`src/rtl/bcd_pkg.sv`:
```
// Shared types and digit helpers for the digit-serial BCD adder.
package bcd_pkg;

    typedef enum logic [1:0] {
        IDLE,
        RUN,
        DONE
    } state_t;

    localparam logic [3:0] BCD_MAX = 4'd9;
    localparam logic [3:0] BCD_ADJ = 4'd6;

    function automatic logic [3:0] nines(input logic [3:0] d);
        return BCD_MAX - d;
    endfunction

    function automatic logic dig_ok(input logic [3:0] d);
        return d <= BCD_MAX;
    endfunction

endpackage

```
`src/rtl/bcd_digit_cell.sv`:
```
// One decimal digit add with +6 correction; shared across all digit slots.
module bcd_digit_cell (
    input  logic [3:0] x,
    input  logic [3:0] y,
    input  logic       ci,
    output logic [3:0] d,
    output logic       co
);
    import bcd_pkg::*;

    logic [4:0] t;

    always_comb begin
        t  = {1'b0, x} + {1'b0, y} + {4'b0, ci};
        co = t > {1'b0, BCD_MAX};
        d  = co ? t[3:0] + BCD_ADJ : t[3:0];
    end

endmodule

```
`src/rtl/bcd_serial_adder.sv`:
```
// Digit-serial packed-BCD adder/subtractor, one digit per clock, LSD first.
module bcd_serial_adder #(
    parameter int DIGITS = 4
) (
    input  logic                clk,
    input  logic                rst_n,
    input  logic                in_valid,
    output logic                in_ready,
    input  logic [4*DIGITS-1:0] a,
    input  logic [4*DIGITS-1:0] b,
    input  logic                sub,
    input  logic                cin,
    output logic                out_valid,
    input  logic                out_ready,
    output logic [4*DIGITS-1:0] sum,
    output logic                cout,
    output logic                err
);
    import bcd_pkg::*;

    localparam int W  = 4 * DIGITS;
    localparam int CW = $clog2(DIGITS + 1);
    localparam logic [CW-1:0] LAST = CW'(DIGITS - 1);

    state_t        state;
    state_t        nxt;
    logic [W-1:0]  opa;
    logic [W-1:0]  opb;
    logic [W-1:0]  bx;
    logic [W-1:0]  res_nxt;
    logic [CW-1:0] idx;
    logic          c;
    logic          acc;
    logic          fin;
    logic          bad;
    logic [3:0]    dg;
    logic          co;

    always_comb begin
        nxt = state;
        acc = 1'b0;
        fin = 1'b0;
        unique case (state)
            IDLE: begin
                if (in_valid && in_ready) begin
                    acc = 1'b1;
                    nxt = RUN;
                end
            end
            RUN: begin
                if (idx == LAST) begin
                    fin = 1'b1;
                    nxt = DONE;
                end
            end
            DONE: begin
                if (out_ready) nxt = IDLE;
            end
            default: nxt = IDLE;
        endcase
    end

    // Subtraction is a + nines(b) with the borrow-in inverted as carry.
    always_comb begin
        bx  = '0;
        bad = 1'b0;
        for (int i = 0; i < DIGITS; i++) begin
            bx[4*i +: 4] = sub ? nines(b[4*i +: 4]) : b[4*i +: 4];
            bad = bad | !dig_ok(a[4*i +: 4]) | !dig_ok(b[4*i +: 4]);
        end
    end

    bcd_digit_cell u_cell (
        .x  (opa[3:0]),
        .y  (opb[3:0]),
        .ci (c),
        .d  (dg),
        .co (co)
    );

    assign res_nxt = (sum >> 4) | (W'(dg) << (W - 4));

    always_ff @(posedge clk or negedge rst_n) begin
        if (!rst_n) begin
            state     <= IDLE;
            in_ready  <= 1'b1;
            out_valid <= 1'b0;
            sum       <= '0;
            cout      <= 1'b0;
            err       <= 1'b0;
            opa       <= '0;
            opb       <= '0;
            idx       <= '0;
            c         <= 1'b0;
        end else begin
            state     <= nxt;
            in_ready  <= nxt == IDLE;
            out_valid <= nxt == DONE;
            if (acc) begin
                opa <= a;
                opb <= bx;
                c   <= sub ? !cin : cin;
                idx <= '0;
                err <= bad;
            end else if (state == RUN) begin
                opa <= opa >> 4;
                opb <= opb >> 4;
                c   <= co;
                idx <= idx + CW'(1);
                sum <= res_nxt;
                if (fin) cout <= co;
            end
        end
    end

endmodule
```
`config.mk`:
```
export PLATFORM = sky130hd
export DESIGN_NAME = bcd_serial_adder
export DESIGN_NICKNAME = d
export VERILOG_FILES = /design/src/rtl/bcd_pkg.sv /design/src/rtl/bcd_digit_cell.sv /design/src/rtl/bcd_serial_adder.sv
export SDC_FILE = /design/constraint.sdc
export NUM_CORES = 1
export LEC_CHECK = 0
export BUFFER_PORTS_ARGS = -buffer_cell sky130_fd_sc_hd__buf_2
export CAP_MARGIN = 10
export CORE_MARGIN = 2
export CORE_UTILIZATION = 55
export CTS_CLUSTER_DIAMETER = 100
export CTS_CLUSTER_SIZE = 40
export DETAILED_ROUTE_END_ITERATION = 16
export PLACE_DENSITY = 0.89
export SLEW_MARGIN = 15
export SYNTH_ARGS = -nofsm -noshare
export SYNTH_HDL_FRONTEND = slang
export SYNTH_SLANG_ARGS = --single-unit
export TNS_END_PERCENT = 1
```
`constraint.sdc`:
```
create_clock -name clk -period 3.3 [get_ports clk]
set_input_delay 0.33 -clock clk [delete_from_list [all_inputs] [get_ports clk]]
set_output_delay 0.33 -clock clk [all_outputs]
set_load 0.01 [all_outputs]
```
==> impl_metrics.tcl <==
set metrics [dict create \
    htreeDepth 3 \
    num_antenna_cells 0 \
    synth_cells 311 \
    clock-sinks 58 \
    grt_remaining_overflow 0 \
    drc 0 \
    drv_cap 0 \
    grt_max_degree 44 \
    dieWidth_um 76.3 \
    initialDrtViolationCount 102 \
    peakVddDrop_mv 0.616 \
    async_flop_share_pct 100 \
    dp.cells 425 \
    ys_seq_area_share_pct 50.5 \
    fin_area_um2 3450 \
    status "finished, final reports clean" \
    grt_pass1_vias 2315 \
    port_buffers 57 \
    rsz0062_at_grt "no" \
    layout-drive-gt1-share_pct 23.7 \
    fin_nets 416 \
    synth-edff-count 0 \
    cts_resized 0 \
    hold_buffers 0 \
    routedWlPerCell_um 13.9 \
    coreArea_um2 5070 \
    synthTopCellsByArea "dfrtp_1 (50%), nand2_1 (12%), ha_1 (4.4%), a22oi_1 (3.7%), a221o_1 (2.4%)" \
    antenna_left 0 \
    relSlewSlack_pct 47.4 \
    clk_latency_ps 340 \
    synth_area_um2 2870 \
    final_util_pct 68.0 \
    arrival_ps 3010 \
    synth_area_per_cell_um2 9.24 \
    grt_pass1_wl_um 10500 \
    route.vias.total 2391 \
    ios 58 \
    routed_wl_um 6140 \
    critPathKind "flop to flop" \
    grt_use_total_pct 22.7 \
    syn_to_final_growth_pct 20.2 \
    finalSetupTns_ps 0 \
    clock_skew_ps 7.39 \
    synth_warnings 0 \
    yosysMostFrequentCell "nand2_1" \
    dpl.hpwl_um 4220 \
    fin_crit_ps 2790 \
    clockRootBuffer "clkbuf_8" \
    synth_commonest_cells "nand2_1 (92), dfrtp_1 (57), nor2_1 (18)" \
    ys.flop_type "dfrtp_1" \
    layoutNonFillerInstCount 441 \
    start_util_pct 56.6 \
    cts_tree "built" \
    cp_max_fo 4 \
    hp-class "primary input to asynchronous set/reset pin" \
    die_area_um2 5820 \
    power.density_nw_per_um2 1110 \
    fin_ws_ps 510 \
    place_ws_ps 534 \
    synth_top_area_share_pct 49.6 \
    firstDrtPassIters 4 \
    place_congestion 0.794 \
    endpoint_kind "flop" \
    clock.fmax_mhz 358 \
    die_y_um 76.3 \
    synth_nets 361 \
    setup_viol 0 \
    power.leakage_nw 1.80 \
    timing.final.crit_share_pct 84.6 \
    cts.clk_slew.worst_paths_ps 70 \
    synth_top_area_cell "dfrtp_1" \
    cp_data_required_time_ps 3520 \
    synth-seq-cells 58 \
    numCtsBuffers 9 \
    startpoint_type "flop" \
    antenna_found_initial 0 \
    post_dp_cell_area_um2 3220 \
    viasPerCell 5.42 \
    hold_viol 0 \
    worstMarginPinSlew_ps 789 \
    cts_post_setup_buffers_inserted 0 \
    row_count 26 \
    ys_types 39 \
    clockBufferDepth 2 \
    slew_viol_final 0 \
]
-- worst max-delay path, stage by stage (launching register included) --
cell and delay [ps]:
dfrtp_1 410, fa_1 470, fa_1 440, xor2_2 230, inv_2 60, ha_1 220, nor2b_1 150, a31o_4 230
o31ai_4 240, xnor2_1 160, o21ai_1 70
-- layer usage --
layer  share of wire [%]  track usage, %  wire length (um)
met5                   0               0                 0
met4                 2.1            11.5               127
met3                 4.8            3.67               296
met2                  52            38.2              3170
met1                  41            28.4              2550
-- sequential cells by signal, indices dropped and copies added, names as in the netlist --
| name | count |
|---|---|
| in_ready | 1 |
| out_valid | 1 |
| err | 1 |
| c | 1 |
| opb | 16 |
| state | 2 |
| idx | 3 |
| cout | 1 |
| opa | 16 |
| sum | 16 |
-- where the power goes --
group | leakage [nW] | total [mW] | switching [mW] | internal [mW]
registers | 0.740 | 1.22 | 0.188 | 1.03
logic | 0.937 | 1.82 | 1.06 | 0.762
clock network | 0.120 | 0.781 | 0.284 | 0.498
total | 1.80 | 3.82 | 1.53 | 2.29
-- layout by cell type, fill, tap and decap left out, types with 2 or more instances in the layout --
| cell type | synthesis | layout |
|---|---|---|
| o21ai_0 | 7 | 7 |
| a21oi_1 | 3 | 3 |
| clkinv_2 | 0 | 3 |
| dfrtp_1 | 57 | 57 |
| mux2i_1 | 5 | 5 |
| nor2_1 | 18 | 18 |
| nand2_1 | 92 | 92 |
| a22oi_1 | 14 | 14 |
| xnor2_1 | 8 | 8 |
| o21ai_1 | 14 | 14 |
| buf_2 | 2 | 57 |
| xor2_1 | 2 | 2 |
| nand2b_1 | 2 | 2 |
| inv_1 | 10 | 10 |
| fa_1 | 2 | 2 |
| clkbuf_8 | 0 | 9 |
| nand3_1 | 11 | 11 |
| and3_1 | 2 | 2 |
| a31oi_1 | 7 | 7 |
| a21o_1 | 2 | 2 |
| buf_4 | 0 | 6 |
| inv_2 | 2 | 2 |
| a221o_1 | 7 | 7 |
| bufinv_16 | 0 | 3 |
| ha_1 | 10 | 10 |
-- kinds of logic (layout without fill, tap and decap cells) --
family | count (synthesis) | in the layout | synth area share [%]
simple gates | 131 | 131 | 18.5
compound gates | 62 | 62 | 15.4
flops | 58 | 58 | 50.5
buf+inv | 31 | 91 | 4.14
fa+ha+maj | 12 | 12 | 5.75
xor+xnor | 11 | 11 | 3.61
mux | 6 | 6 | 2.13
-- layout make-up --
class	count	area, um2
clock buffers	10	128
clock inverters	6	105
fillers	427	1620
inverters	12	45.0
multi-input cells	222	1310
flip-flops and latches	58	1450
well taps	70	87.6
repair buffers	63	330
-- final timing paths --
kind,startpoint,end,slack [ps],cells past startpoint
worst max-delay path,c$_DFFE_PN0P_,sum[13]$_DFFE_PN0P_,510,10
worst min-delay path,rst_n,sum[9]$_DFFE_PN0P_,80,1
worst max register to register,c$_DFFE_PN0P_,sum[13]$_DFFE_PN0P_,510,10
worst min register to register,sum[2]$_DFFE_PN0P_,sum[2]$_DFFE_PN0P_,470,2
max in group asynchronous,rst_n,opa[14]$_DFFE_PN0P_,2410,2
min in group clk,a[12],opa[12]$_DFFE_PN0P_,180,3
-- metrics by stage --
stage          power, mW  hold WS [ps]
2_1_floorplan       2.57          34.4
3_3_place_gp        2.93           450
3_5_place_dp        3.04           457
4_1_cts             3.84           100
5_1_grt             4.13           132
6_report            3.82          75.0
Power figures use the tool's default switching activity.
